**config.mk**
```make
export PLATFORM = sky130hd
export DESIGN_NAME = bus_sel_arb_matrix
export DESIGN_NICKNAME = d
export VERILOG_FILES = /design/src/rtl/bus_sel_pkg.sv /design/src/rtl/bus_sel_rr_arb.sv /design/src/rtl/bus_sel_arb_matrix.sv
export SDC_FILE = /design/constraint.sdc
export NUM_CORES = 2
export LEC_CHECK = 0
export ABC_CLOCK_PERIOD_IN_PS = 11950
export CAP_MARGIN = 20
export CELL_PAD_IN_SITES_DETAIL_PLACEMENT = 1
export CELL_PAD_IN_SITES_GLOBAL_PLACEMENT = 2
export CORE_MARGIN = 3
export CORE_UTILIZATION = 37
export DETAILED_ROUTE_END_ITERATION = 10
export PLACE_DENSITY_LB_ADDON = 0.1
export SYNTH_ARGS = -nofsm -noshare
export SYNTH_HDL_FRONTEND = slang
export SYNTH_SLANG_ARGS = --single-unit
```
**constraint.sdc**
```tcl
create_clock -name clk -period 11.95 [get_ports clk]
set_input_delay 1.195 -clock clk [delete_from_list [all_inputs] [get_ports clk]]
set_output_delay 1.195 -clock clk [all_outputs]
set_load 0.05 [all_outputs]
```
**src/rtl/bus_sel_pkg.sv**
```systemverilog
// Shared types and helpers for the fd-to-fifo bus-select arbitration matrix.
// Optional zero-bubble handover is enabled with the BUS_SEL_BACK2BACK_EN macro.
package bus_sel_pkg;

    localparam int PORT_NUM_DEF = 10;

    function automatic int idx_w(input int n);
        return (n > 1) ? $clog2(n) : 1;
    endfunction

    typedef enum logic {
        ST_IDLE   = 1'b0,
        ST_LOCKED = 1'b1
    } arb_state_t;

    // fd-major: bit x*P+y is "fd x <-> fifo y" as seen from the fd side.
    function automatic int fd_major_idx(input int x, input int y, input int p);
        return x * p + y;
    endfunction

    // fifo-major: bit y*P+x is "fifo y <-> fd x" as seen from the fifo side.
    function automatic int fifo_major_idx(input int y, input int x, input int p);
        return y * p + x;
    endfunction

endpackage

```
**src/rtl/bus_sel_rr_arb.sv**
```systemverilog
// Per-fifo registered round-robin arbiter that locks to one fd until it releases.
// BUS_SEL_BACK2BACK_EN hands the fifo straight to the next requester on release.
module bus_sel_rr_arb
    import bus_sel_pkg::*;
#(
    parameter  int PORT_NUM = PORT_NUM_DEF,
    localparam int IDX_W    = idx_w(PORT_NUM)
) (
    input  logic                clk,
    input  logic                rst,
    input  logic [PORT_NUM-1:0] i_req,
    input  logic [PORT_NUM-1:0] i_eop,
    output logic [IDX_W-1:0]    o_owner,
    output arb_state_t          o_state,
    output logic [PORT_NUM-1:0] o_sel
);

    arb_state_t          r_state;
    arb_state_t          w_state_nxt;
    logic [IDX_W-1:0]    r_owner;
    logic [IDX_W-1:0]    w_owner_nxt;
    logic [IDX_W-1:0]    r_ptr;
    logic [IDX_W-1:0]    w_ptr_nxt;
    logic [IDX_W-1:0]    w_owner_inc;
    logic [IDX_W-1:0]    w_scan_start;
    logic [IDX_W-1:0]    w_pick_idx;
    logic [IDX_W:0]      w_idx;
    logic [PORT_NUM-1:0] w_owner_oh;
    logic [PORT_NUM-1:0] w_cand;
    logic                w_release;
    logic                w_pick_found;

    assign w_owner_oh  = PORT_NUM'(1) << r_owner;
    assign w_owner_inc = (r_owner == IDX_W'(PORT_NUM - 1)) ? '0 : r_owner + IDX_W'(1);
    assign w_release   = (r_state == ST_LOCKED) && (i_eop[r_owner] || !i_req[r_owner]);

    // While locked the scan only matters for handover, so the releasing fd is excluded.
    always_comb begin
        w_scan_start = r_ptr;
        w_cand       = i_req;
        if (r_state == ST_LOCKED) begin
            w_scan_start = w_owner_inc;
            w_cand       = i_req & ~w_owner_oh;
        end
    end

    always_comb begin
        w_pick_found = 1'b0;
        w_pick_idx   = '0;
        w_idx        = '0;
        for (int i = 0; i < PORT_NUM; i++) begin
            w_idx = {1'b0, w_scan_start} + (IDX_W + 1)'(i);
            if (w_idx >= (IDX_W + 1)'(PORT_NUM)) begin
                w_idx = w_idx - (IDX_W + 1)'(PORT_NUM);
            end
            if (!w_pick_found && w_cand[w_idx[IDX_W-1:0]]) begin
                w_pick_found = 1'b1;
                w_pick_idx   = w_idx[IDX_W-1:0];
            end
        end
    end

    always_comb begin
        w_state_nxt = r_state;
        w_owner_nxt = r_owner;
        w_ptr_nxt   = r_ptr;
        if (r_state == ST_IDLE) begin
            if (w_pick_found) begin
                w_state_nxt = ST_LOCKED;
                w_owner_nxt = w_pick_idx;
            end
        end else if (w_release) begin
            w_ptr_nxt = w_owner_inc;
`ifdef BUS_SEL_BACK2BACK_EN
            if (w_pick_found) begin
                w_owner_nxt = w_pick_idx;
            end else begin
                w_state_nxt = ST_IDLE;
            end
`else
            w_state_nxt = ST_IDLE;
`endif
        end
    end

    always_ff @(posedge clk or posedge rst) begin
        if (rst) begin
            r_state <= ST_IDLE;
            r_owner <= '0;
            r_ptr   <= '0;
        end else begin
            r_state <= w_state_nxt;
            r_owner <= w_owner_nxt;
            r_ptr   <= w_ptr_nxt;
        end
    end

    assign o_owner = r_owner;
    assign o_state = r_state;
    assign o_sel   = (r_state == ST_LOCKED) ? w_owner_oh : '0;

endmodule

```
**src/rtl/bus_sel_arb_matrix.sv**
```systemverilog
// Square fd-to-fifo bus-select matrix: one registered round-robin arbiter per fifo.
// Define BUS_SEL_BACK2BACK_EN for zero-bubble owner handover on release.
module bus_sel_arb_matrix
    import bus_sel_pkg::*;
#(
    parameter  int PORT_NUM = PORT_NUM_DEF,
    localparam int IDX_W    = idx_w(PORT_NUM)
) (
    input  logic                         clk,
    input  logic                         rst,
    input  logic [PORT_NUM*PORT_NUM-1:0] fd_req,
    input  logic [PORT_NUM-1:0]          fd_eop,
    output logic [PORT_NUM*PORT_NUM-1:0] fd_grant,
    output logic [PORT_NUM*PORT_NUM-1:0] fifo_bus_sel,
    output logic [PORT_NUM-1:0]          fifo_busy
);

    // Handshake: an fd holds its request bit until it sees its grant bit; the grant
    // stays up until the fd drops that request or pulses eop, both sampled on clk.
    genvar gy, gx;
    generate
        for (gy = 0; gy < PORT_NUM; gy++) begin : g_fifo
            logic [PORT_NUM-1:0] w_col;
            logic [PORT_NUM-1:0] w_sel;
            logic [IDX_W-1:0]    w_owner;
            arb_state_t          w_state;
            logic                w_busy;

            for (gx = 0; gx < PORT_NUM; gx++) begin : g_fd
                assign w_col[gx] = fd_req[fd_major_idx(gx, gy, PORT_NUM)];
                assign fifo_bus_sel[fifo_major_idx(gy, gx, PORT_NUM)] = w_sel[gx];
                assign fd_grant[fd_major_idx(gx, gy, PORT_NUM)] =
                    w_busy && (w_owner == IDX_W'(gx));
            end

            bus_sel_rr_arb #(
                .PORT_NUM (PORT_NUM)
            ) u_arb (
                .clk     (clk),
                .rst     (rst),
                .i_req   (w_col),
                .i_eop   (fd_eop),
                .o_owner (w_owner),
                .o_state (w_state),
                .o_sel   (w_sel)
            );

            assign w_busy        = (w_state == ST_LOCKED);
            assign fifo_busy[gy] = w_busy;
        end
    endgenerate

endmodule

```
==> run_results.csv <==
group,metric,value,unit
setup_path,timing.reg2reg.worst_path_depth,20,
sta,timing.fmax,0.1415,GHz
synth,post_synthesis_register_bit_count,90,
sta,timing_worst_slew_pin_value,1.217,ns
clock_tree,clock-root-buffer,"sky130_fd_sc_hd__clkbuf_16",
synth,synth_nets,5275,
synth,seq_area_frac_synth,0.06550,
sta,unrepaired_setup_endpoints_after_global_routing,"false",
global_route,grt_pass1_vias,39720,
synth,yosysTopAreaCellShare,0.08406,
route,wirelength_per_cell,24.35,µm
synth,yosysMostFrequentCell,"sky130_fd_sc_hd__nor2_1",
floorplan,floorplan.rows,111,
status,status,"finished, final reports clean",
sta,slew-limit-headroom,0.1890,
route,detail-route-antenna-nets,0,
synth,synth_largest_area_cell,"sky130_fd_sc_hd__ha_1",
finish,fillers,11760,
finish,multi_input_combinational_cell_area,29900,µm²
global_route,grt_max_degree,48,
setup_path,crit_required,12.26,ns
synth,syn_avg_cell_area,6.985,µm²
floorplan,core-area,91940,µm²
finish,final-instance-count-excl-fill,6326,
floorplan,die_height,310.8,µm
sta,final_setup_tns,0,ns
sta,final-hold-violation-count,0,
route,vias_per_cell,6.319,
min_path,hold_path.class,"register to register",
floorplan,ios,322,
placed_design,dp_hpwl,120600,µm
route,routed-via-count,39970,
sta,final_max_slew_viol_count,0,
clock_tree,clk_pin_slew,0.10,ns
sta,final.min_clock_period,7.068,ns
setup_path,worst_path_max_delay_cell,"sky130_fd_sc_hd__a21oi_1",
floorplan,initial_standard_cell_utilization_of_the_core,0.3740,
placed_design,number_of_cells_after_detailed_placement,6305,
clock_tree,tritoncts.num_buffers,9,
finish,finalInstanceArea,38900,µm²
setup_path,critical_path_end,"g_fifo[6].u_arb.o_owner[2]$_DFFE_PP0P_",
setup_path,rr_startpoint,"g_fifo[6].u_arb.o_owner[1]$_DFFE_PP0P_",
global_route,grt_usage,0.3036,
setup_path,path_cells,"buf_4, nand2_1, inv_1, ha_1, nor2b_1, a21oi_1, inv_1, ha_1, nor2b_1, a221o_1, o41ai_1, and2_1, o221ai_1, a32oi_1, o22ai_2, and4b_1, nand4_2, or4b_1, mux2i_1, o21ba_2",
finish,regArea,2252,µm²
clock_tree,ctsHoldBuffers,0,
setup_path,worst-r2r-setup-slack,4.88,ns
synth,yosysWarningCount,0,
floorplan,dieArea,96620,µm²
sta,final.setup_skew,0.01724,ns
job,max_cap_viol_count,0,
clock_tree,cts_setup_buffers,0,
clock_tree,clock_tree_from_tritoncts,"built",
synth,post_synth_inst_count,4922,
finish,area.growth.synth_to_final,13.15,%
finish,drive_above_1_share,0.07638,
synth,synth-main-ff-cell,"sky130_fd_sc_hd__dfrtp_1",
synth,synth.lib_cells_used.distinct,126,
finish,nNetsFinal,5428,
sta,setup_viol_count_final,0,
clock_tree,htreeDepth,3,
global_route,grt_overflow_total,0,
floorplan,floorplan.die.width,310.8,µm
setup_path,kind_of_end_point_of_the_critical_path,"register",
setup_path,cp.arrival,7.37,ns
synth,yosys-top-cells-area,"sky130_fd_sc_hd__ha_1 8.4%, sky130_fd_sc_hd__mux2i_1 7.1%, sky130_fd_sc_hd__dfrtp_1 6.6%",
setup_path,critical-path-max-stage-delay,0.74,ns
placed_design,numPortBuffers,321,
synth,synthTopCellsByCount,"446 x sky130_fd_sc_hd__nor2_1, 409 x sky130_fd_sc_hd__nand2_1, 348 x sky130_fd_sc_hd__a21oi_1, 267 x sky130_fd_sc_hd__inv_1, 260 x sky130_fd_sc_hd__o21ai_0",
synth,synth_enable_flop_cells,0,
synth,synth_area,34380,µm²
setup_path,critPathLaunchType,"register",
placed_design,finalWeightedCongestion,0.9596,
placed_design,place_area,38600,µm²
synth,synth_async_sr_flop_share,1.000,
setup_path,setup.worst_path.class,"register to register",
setup_path,origin_of_the_worst_setup_path,"g_fifo[6].u_arb.o_owner[1]$_DFFE_PP0P_",
global_route,antenna_found_initial,5,
clock_tree,cts.sink_count,90,
setup_path,critical_path_peak_fanout,33,
global_route,grt_first_pass_wirelength,238600,µm
route,drc,0,
clock_tree,cts.path.max_buffers,2,
clock_tree,clock_latency_on_the_worst_skew_pair,0.41,ns
sta,final_min_period_over_clock_period,0.5914,
clock_tree,cts_resized,0,
route,finalWirelength,154000,µm
route,detailedRoute.firstPassIterationCount,8,
route,drt_iter0_markers,3041,
setup_path,worst_r2r_endpoint,"g_fifo[6].u_arb.o_owner[2]$_DFFE_PP0P_",
per-layer routing:
layer | vias up | wire length [µm] | track usage
met5 | - | 8 | 0
met4 | 2 | 4406 | 0.08611
met3 | 219 | 9525 | 0.05075
met2 | 1145 | 71160 | 0.5031
met1 | 19740 | 68930 | 0.4051
li1 | 18870 | - | -
how the worst min path moves through the flow:
stage                                               startpoint                              endpoint  slack, ns  cells after the start
after global routing      g_fifo[8].u_arb.r_ptr[2]$_DFFE_PP0P_  g_fifo[8].u_arb.r_ptr[2]$_DFFE_PP0P_       0.53                      1
after detailed placement  g_fifo[2].u_arb.r_ptr[1]$_DFFE_PP0P_  g_fifo[2].u_arb.r_ptr[1]$_DFFE_PP0P_       0.48                      1
final                     g_fifo[2].u_arb.r_ptr[1]$_DFFE_PP0P_  g_fifo[2].u_arb.r_ptr[1]$_DFFE_PP0P_       0.50                      1
after floorplan           g_fifo[7].u_arb.r_ptr[2]$_DFFE_PP0P_  g_fifo[7].u_arb.r_ptr[2]$_DFFE_PP0P_       0.46                      2
after CTS                 g_fifo[9].u_arb.r_ptr[2]$_DFFE_PP0P_  g_fifo[9].u_arb.r_ptr[2]$_DFFE_PP0P_       0.51                      1
after global placement    g_fifo[9].u_arb.r_ptr[1]$_DFFE_PP0P_  g_fifo[9].u_arb.r_ptr[1]$_DFFE_PP0P_       0.47                      1
cell families after synthesis:
| group | count (synthesis) | share of synthesized area |
|---|---|---|
| and+or+nand+nor | 1852 | 0.2798 |
| buffers and inverters | 554 | 0.06518 |
| DFF | 90 | 0.06550 |
| AOI/OAI and AO/OA | 1668 | 0.3374 |
| muxes | 371 | 0.1238 |
| adders and majority gates | 241 | 0.08989 |
| xor gates and xnor gates | 146 | 0.03839 |
per-stage QoR:
stage               setup slack (ns)    util  hold slack, ns
global route                   4.403  0.4230          0.5295
detailed placement             5.119  0.4198          0.4848
CTS                            5.074  0.4229          0.5073
finish                         4.882  0.4231          0.5010
floorplan                      5.872       -          0.4557
global placement               5.139  0.4196          0.4678
layout by cell type (no fill, tap or decap), drive strengths merged, types with 113 or more instances in the layout:
cell type and count:
nor2 449, nand2 413, a21oi 355, clkdlybuf4s50 321, inv 292, o21ai 279, mux2i 243, ha 231
nor3 184, xnor2 142, a31oi 116, nand2b 115, nor2b 113, nand3 113
worst max-delay path: cells and delay by family (launching register included):
| family | cells | cell delay (ns) |
|---|---|---|
| fa+ha+maj | 2 | 0.88 |
| buf+inv | 3 | 0.90 |
| flops | 1 | 0.37 |
| simple gates | 7 | 2.14 |
| compound gates | 7 | 2.50 |
| mux | 1 | 0.13 |
registers in the layout (all words and copies together), names as in the netlist:
register              count
g_fifo.u_arb.o_state     10
g_fifo.u_arb.o_owner     40
g_fifo.u_arb.r_ptr       40
area by class of cell:
cell class,instances,share of cell area
multi-input combinational,4278,0.7686
timing repair buffer,396,0.09700
sequential,90,0.05789
tap,1243,0.03998
inverter,300,0.02901
clock buffer,10,0.006143
clock inverter,6,0.001222
antenna,3,0.0001930
Power is left out: the tool's default activity adds up to more than one toggle a clock period on the data nets, which glitch-free logic cannot reach.
